### src/rtl/iq_settle_monitor_pkg.sv
`default_nettype none
// +----------------------------------------------------------------------+
// | Module  : iq_settle_monitor_pkg                                      |
// | Brief   : Shared DSP types and helpers for IQ stream consumers.      |
// | Revision: 1.0                                                        |
// +----------------------------------------------------------------------+
package iq_settle_monitor_pkg;

    localparam int c_ABS_W = 32;

    typedef enum logic [1:0] {
        IDLE  = 2'd0,
        WATCH = 2'd1,
        DONE  = 2'd2
    } mon_state_t;

    // Callers sign-extend a w-bit sample; the most negative code clamps to 2^(w-1)-1.
    function automatic logic [c_ABS_W-1:0] sat_abs(input logic signed [c_ABS_W-1:0] x,
                                                    input int unsigned            w);
        logic [c_ABS_W-1:0] w_mag;
        logic [c_ABS_W-1:0] w_max;
        w_max = (c_ABS_W'(1) << (w - 1)) - c_ABS_W'(1);
        w_mag = x[c_ABS_W-1] ? $unsigned(-x) : $unsigned(x);
        return (w_mag > w_max) ? w_max : w_mag;
    endfunction

endpackage
`default_nettype wire

### src/rtl/iq_settle_monitor_deinterleave.sv
`default_nettype none
// +----------------------------------------------------------------------+
// | Module  : iq_deinterleave                                            |
// | Brief   : Splits an interleaved I/Q stream into registered pairs.    |
// | Revision: 1.0                                                        |
// +----------------------------------------------------------------------+
module iq_deinterleave #(
    parameter int DW = 20
) (
    input  logic                 clk,
    input  logic                 rst_n,
    input  logic                 clr,
    input  logic                 iq,
    input  logic signed [DW-1:0] y,
    output logic signed [DW-1:0] y_i,
    output logic signed [DW-1:0] y_q,
    output logic                 pair_valid,
    output logic                 sync_err
);

    logic signed [DW-1:0] r_pend_i;
    logic                 r_pend_vld;

    always_ff @(posedge clk or negedge rst_n) begin
        if (!rst_n) begin
            r_pend_i   <= '0;
            r_pend_vld <= 1'b0;
            y_i        <= '0;
            y_q        <= '0;
            pair_valid <= 1'b0;
            sync_err   <= 1'b0;
        end else begin
            pair_valid <= 1'b0;
            if (!iq) begin
                r_pend_i   <= y;
                r_pend_vld <= 1'b1;
            end else begin
                r_pend_vld <= 1'b0;
                if (r_pend_vld) begin
                    y_i        <= r_pend_i;
                    y_q        <= y;
                    pair_valid <= 1'b1;
                end
            end
            // A fresh unpaired Q outranks a coincident clear so it is never lost.
            if (iq && !r_pend_vld) begin
                sync_err <= 1'b1;
            end else if (clr) begin
                sync_err <= 1'b0;
            end
        end
    end

endmodule
`default_nettype wire

### src/rtl/iq_settle_monitor.sv
`default_nettype none
// +----------------------------------------------------------------------+
// | Module  : iq_settle_monitor                                          |
// | Brief   : Measures settling time of a deinterleaved IQ filter output.|
// | Revision: 1.0                                                        |
// +----------------------------------------------------------------------+
module iq_settle_monitor
    import iq_settle_monitor_pkg::*;
#(
    parameter int DW    = 20,
    parameter int CW    = 16,
    parameter int QUIET = 4
) (
    input  logic                 clk,
    input  logic                 rst_n,
    input  logic                 iq,
    input  logic signed [DW-1:0] y,
    input  logic                 start,
    input  logic [17:0]          thresh,
    input  logic [CW-1:0]        timeout,
    output logic signed [DW-1:0] y_i,
    output logic signed [DW-1:0] y_q,
    output logic                 pair_valid,
    output logic                 busy,
    output logic                 settled,
    output logic                 timed_out,
    output logic [CW-1:0]        settle_time,
    output logic [DW-1:0]        peak,
    output logic                 sync_err
);

    localparam int c_QW = $clog2(QUIET + 1);

    logic [1:0]      r_rst_sync;
    logic            w_rst_n;

    mon_state_t      r_state,       w_state_nxt;
    logic [CW-1:0]   r_pair_cnt,    w_pair_cnt_nxt;
    logic [c_QW-1:0] r_quiet,       w_quiet_nxt;
    logic [CW-1:0]   r_settle_time, w_settle_time_nxt;
    logic [DW-1:0]   r_peak,        w_peak_nxt;
    logic            r_settled,     w_settled_nxt;
    logic            r_timed_out,   w_timed_out_nxt;

    logic [DW-1:0]   w_abs_i;
    logic [DW-1:0]   w_abs_q;
    logic [DW-1:0]   w_pair_max;
    logic            w_in_bound;
    logic [CW:0]     w_cnt_inc;

    // Reset asserts immediately, releases two clock edges later.
    always_ff @(posedge clk or negedge rst_n) begin
        if (!rst_n) begin
            r_rst_sync <= 2'b00;
        end else begin
            r_rst_sync <= {r_rst_sync[0], 1'b1};
        end
    end

    assign w_rst_n = r_rst_sync[1];

    iq_deinterleave #(
        .DW (DW)
    ) u_deinterleave (
        .clk        (clk),
        .rst_n      (w_rst_n),
        .clr        (start),
        .iq         (iq),
        .y          (y),
        .y_i        (y_i),
        .y_q        (y_q),
        .pair_valid (pair_valid),
        .sync_err   (sync_err)
    );

    assign w_abs_i    = DW'(sat_abs(c_ABS_W'(y_i), DW));
    assign w_abs_q    = DW'(sat_abs(c_ABS_W'(y_q), DW));
    assign w_pair_max = (w_abs_i > w_abs_q) ? w_abs_i : w_abs_q;
    assign w_in_bound = (c_ABS_W'(w_abs_i) <= c_ABS_W'(thresh)) &&
                        (c_ABS_W'(w_abs_q) <= c_ABS_W'(thresh));
    assign w_cnt_inc  = {1'b0, r_pair_cnt} + {{CW{1'b0}}, 1'b1};

    always_comb begin
        w_state_nxt       = r_state;
        w_pair_cnt_nxt    = r_pair_cnt;
        w_quiet_nxt       = r_quiet;
        w_settle_time_nxt = r_settle_time;
        w_peak_nxt        = r_peak;
        w_settled_nxt     = r_settled;
        w_timed_out_nxt   = r_timed_out;

        if (start) begin
            w_state_nxt       = WATCH;
            w_pair_cnt_nxt    = '0;
            w_quiet_nxt       = '0;
            w_settle_time_nxt = '0;
            w_peak_nxt        = '0;
            w_settled_nxt     = 1'b0;
            w_timed_out_nxt   = 1'b0;
        end else if (r_state == WATCH) begin
            if (pair_valid) begin
                if (r_pair_cnt < timeout) begin
                    w_pair_cnt_nxt = w_cnt_inc[CW-1:0];
                end
                if (w_pair_max > r_peak) begin
                    w_peak_nxt = w_pair_max;
                end
                if (w_in_bound) begin
                    if (r_quiet == '0) begin
                        w_settle_time_nxt = r_pair_cnt;
                    end
                    w_quiet_nxt = r_quiet + 1'b1;
                end else begin
                    w_quiet_nxt = '0;
                end
                // Settling is tested first so it wins over a coincident timeout.
                if (w_in_bound && (r_quiet == c_QW'(QUIET - 1))) begin
                    w_settled_nxt = 1'b1;
                    w_state_nxt   = DONE;
                end else if (w_cnt_inc >= {1'b0, timeout}) begin
                    w_timed_out_nxt = 1'b1;
                    w_state_nxt     = DONE;
                end
            end else if (r_pair_cnt >= timeout) begin
                w_timed_out_nxt = 1'b1;
                w_state_nxt     = DONE;
            end
        end
    end

    always_ff @(posedge clk or negedge w_rst_n) begin
        if (!w_rst_n) begin
            r_state       <= IDLE;
            r_pair_cnt    <= '0;
            r_quiet       <= '0;
            r_settle_time <= '0;
            r_peak        <= '0;
            r_settled     <= 1'b0;
            r_timed_out   <= 1'b0;
        end else begin
            r_state       <= w_state_nxt;
            r_pair_cnt    <= w_pair_cnt_nxt;
            r_quiet       <= w_quiet_nxt;
            r_settle_time <= w_settle_time_nxt;
            r_peak        <= w_peak_nxt;
            r_settled     <= w_settled_nxt;
            r_timed_out   <= w_timed_out_nxt;
        end
    end

    assign busy        = (r_state == WATCH);
    assign settled     = r_settled;
    assign timed_out   = r_timed_out;
    assign settle_time = r_settle_time;
    assign peak        = r_peak;

endmodule
`default_nettype wire

### config.mk
export PLATFORM = sky130hd
export DESIGN_NAME = iq_settle_monitor
export DESIGN_NICKNAME = d
export VERILOG_FILES = /design/src/rtl/iq_settle_monitor_pkg.sv /design/src/rtl/iq_settle_monitor_deinterleave.sv /design/src/rtl/iq_settle_monitor.sv
export SDC_FILE = /design/constraint.sdc
export NUM_CORES = 1
export LEC_CHECK = 0
export ABC_AREA = 0
export BUFFER_PORTS_ARGS = -buffer_cell sky130_fd_sc_hd__buf_2
export CORE_UTILIZATION = 32
export CTS_BUF_LIST = sky130_fd_sc_hd__clkbuf_4 sky130_fd_sc_hd__clkbuf_8 sky130_fd_sc_hd__clkbuf_16
export DETAILED_ROUTE_END_ITERATION = 6
export GPL_TIMING_DRIVEN = 0
export SYNTH_ARGS = -nofsm -noshare
export SYNTH_HDL_FRONTEND = slang
export SYNTH_SLANG_ARGS = --single-unit
### constraint.sdc
create_clock -name clk -period 4.5 [get_ports clk]
set_input_delay 0.45 -clock clk [delete_from_list [all_inputs] [get_ports clk]]
set_output_delay 0.45 -clock clk [all_outputs]
set_load 0.02 [all_outputs]
==> impl_metrics.csv <==
group,metric,value,unit
status,status,"finished with violations",
status,violations,"negative setup slack",
floorplan,rows,60,
synth,ys.flop_type,"dfrtp_1",
placed_design,placed_area,0.0104,sq mm
floorplan,core,0.0273,sq mm
worst_setup_path,crit_type,"flip-flop to flip-flop",
timing,setup_viol,38,
worst_setup_path,crit_fanout,5,
global_routing,grt_max_degree,64,
synth,ys_types,67,
placed_design,dp_slack,-2.01,ns
synth,ys_ff_latch,124,
global_routing,gr-usage-all-layers,0.196,
timing,tightest_slew,1.36,ns
synth,async_reset_ff_frac,1.00,
route,first_pass_iters,5,
worst_setup_path,rr_worst_depth,21,
floorplan,start_util,0.329,
timing,hold-worst-slack,0.268,ns
worst_setup_path,critPathArrivalTime,5.95,ns
clock_tree,clock_sinks,124,
power_and_ir_drop,p_int,0.00309,W
cells_and_area,nNetsFinal,1327,
floorplan,boundaryPins,139,
cells_and_area,regArea,0.00312,sq mm
floorplan,die_h,169,microns
clock_tree,cts_tree,"built",
synth,yosys.area.top_type,"dfrtp_1",
timing,relSlewSlack,0.0939,
global_routing,grt_overflow,0,
synth,syn_inst,927,
worst_setup_path,regToRegSetupSlack,-1.15,ns
synth,synth_area_leaders,"dfrtp_1 35%, ha_1 16%, mux2_2 9.0%",
route,routed_wl,27300,microns
power_and_ir_drop,irDropWorstVdd,0.256,mV
floorplan,dieWidth,169,microns
synth,synth-seq-area-share,0.346,
timing,setup_slack,-1.15,ns
synth,ys_warn_count,0,
timing,finalClockSkew,0.0137,ns
route,drc,0,
clock_tree,clock_latency,0.42,ns
cells_and_area,syn_to_final_growth,37.2,%
cells_and_area,final_cell_mix,"138 x buf_2, 115 x dfrtp_1, 95 x ha_1",
worst_setup_path,setup.worst_path.start,"u_deinterleave.y_i[12]",
placed_design,dpl.hpwl,19600,microns
power_and_ir_drop,clkPwrFrac,0.273,
power_and_ir_drop,p_sw_frac,0.390,
global_routing,grt_pass1_wl,43600,microns
route,ant_nets,0,
clock_tree,root_buffer,"clkbuf_16",
route,vias,8024,
timing,final.min_clock_period,5.65,ns
cells_and_area,antenna_cells,0,
cells_and_area,multi_input_area,0.00620,sq mm
placed_design,gp_congestion,0.880,
global_routing,antenna_found_initial,0,
floorplan,die_area,0.0287,sq mm
timing,fin_tns_setup,-24.38,ns
global_routing,grt_pass1_vias,8044,
timing,rsz0062_at_grt,"yes",
worst_setup_path,crit_required,4.80,ns
worst_setup_path,r2r_end,"peak[18]",
clock_tree,clk_path_buf_depth,2,
min_path,min_path_cells,3,
route,vias_per_cell,5.21,
cells_and_area,final_common_cell,"buf_2",
clock_tree,path_clk_slew,0.07,ns
min_path,hold_path_class,"input pin to flip-flop",
synth,synth_area,0.00896,sq mm
power_and_ir_drop,p_seq_frac,0.269,
worst_setup_path,crit_path_end,"peak[18]",
cells_and_area,fin_area,0.0123,sq mm
synth,avgSynthCellArea,9.67,sq um
route,drtIter0Drc,294,
flow_run,maxCapViolCount,0,
power_and_ir_drop,power.density,412,mW/mm^2
cells_and_area,final_util,0.451,
synth,yosys.area.top_type_share,0.346,
placed_design,io_buffers,137,
worst_setup_path,r2r_start,"u_deinterleave.y_i[12]",
clock_tree,htree_levels,4,
timing,hold_viol,0,
clock_tree,cts_made_buffers,17,
worst_setup_path,worst_setup_path_start_kind,"flip-flop",
timing,period_share,1.26,
power_and_ir_drop,p_leak,5.71,nW
power_and_ir_drop,pwr-share-comb,0.458,
cells_and_area,drive_above_1_share,0.402,
cells_and_area,fillerInstances,2565,
synth,synth-edff-count,0,
timing,drv_slew,0,
power_and_ir_drop,p_sw,0.00198,W
worst_setup_path,crit_path_end_kind,"flip-flop",
route,post_drt_wl_per_cell,17.7,microns
timing,fmax,177,MHz
## cell families (layout without fill, tap and decap cells)
group | after synthesis | after routing | share of synthesized area
simple gates | 224 | 224 | 0.134
flops | 124 | 124 | 0.346
other cells | 2 | 4 | 0.000838
buf+inv | 121 | 360 | 0.0553
mux | 75 | 75 | 0.0938
compound gates | 232 | 232 | 0.176
xor+xnor | 35 | 35 | 0.0342
fa+ha+maj | 114 | 114 | 0.159
## power groups by stage
stage               clock network [W]  registers (W)  logic, W
CTS                           0.00140        0.00136   0.00218
detailed placement                  0        0.00137   0.00169
finish                        0.00138        0.00136   0.00232
floorplan                           0        0.00143   0.00115
global placement                    0        0.00138   0.00164
global route                  0.00146        0.00138   0.00255
## repair_timing
item | in CTS | in global routing
setup buffers | 85 | 17
pin swaps | 49 | 46
hold buffers | 1 | 0
gates cloned | 6 | 1
resized for setup | 115 | 59
hold endpoints to repair | 2 | 0
endpoints found under the setup margin | 42 | 43
## state kept, by name (all words and copies together), names as in the netlist, 3 cells and up
register,flops
u_deinterleave.y_i,20
peak,20
r_quiet,3
r_pair_cnt,16
settle_time,16
u_deinterleave.y_q,20
u_deinterleave.r_pend_i,20
## how the worst min path moves through the flow
| stage | start | endpoint | slack [ns] |
|---|---|---|---|
| 2_1_floorplan | rst_n | r_rst_sync[0] | 0.15 |
| 3_3_place_gp | rst_n | r_rst_sync[0] | 0.24 |
| 3_5_place_dp | rst_n | r_rst_sync[0] | 0.24 |
| 4_1_cts | y[0] | u_deinterleave.y_q[0] | 0.25 |
| 5_1_grt | y[15] | u_deinterleave.r_pend_i[15] | 0.27 |
| 6_report | y[0] | u_deinterleave.y_q[0] | 0.27 |
## synth_stat cells, types with 5 or more instances
master	n
a21oi_1	49
o31ai_1	18
o211ai_1	8
nor3_1	10
a32o_1	8
nand3_2	10
dfrtp_1	124
a211oi_1	9
a22o_1	19
o41ai_1	7
nand4_1	15
nand2_1	80
nor2b_1	9
clkbuf_1	21
a21boi_0	7
a21oi_2	10
nor4_1	7
and3_1	10
a21o_1	11
o21a_1	5
o21ai_0	53
nor2_1	29
nand3_1	23
inv_1	92
xor2_1	26
xnor2_1	9
mux2_2	72
ha_1	114
## per-stage QoR
stage / cells / power (W)
3_3_place_gp: 1438 / 0.00303
2_1_floorplan: 929 / 0.00257
6_report: 1540 / 0.00507
4_1_cts: 1548 / 0.00495
5_1_grt: 1540 / 0.00539
3_5_place_dp: 1439 / 0.00307
## routing by layer
layer  up-vias  wire length (microns)  GRT usage
li1       3849                      -          -
met1      3894                  12400      0.255
met2       226                  12600      0.318
met3        55                   1440     0.0375
met4         0                    845     0.0811
met5         -                      0          0
## worst max-delay path: stages, from the launching register on
cell	delay, ns
dfrtp_2	0.41
or4_4	0.55
or3_4	0.38
or4_4	0.49
o211ai_1	0.14
ha_1	0.29
nor2b_4	0.13
o211ai_1	0.22
a21boi_2	0.09
o31ai_2	0.33
a21oi_4	0.15
buf_6	0.15
mux2_4	0.32
ha_1	0.29
and4_4	0.15
a221o_1	0.39
a211oi_4	0.31
a21oi_2	0.09
and2_1	0.17
clkbuf_8	0.15
clkbuf_16	0.15
a22o_1	0.17
## layout make-up
| type | count | area share |
|---|---|---|
| Buffer | 28 | 0.0187 |
| Clock buffer | 18 | 0.0357 |
| Clock inverter | 14 | 0.0111 |
| Inverter | 92 | 0.0281 |
| Multi-Input combinational cell | 684 | 0.504 |
| Sequential cell | 124 | 0.253 |
| Tap cell | 372 | 0.0379 |
| Timing Repair Buffer | 208 | 0.111 |
Note: power is estimated with default switching activity, not from simulation.
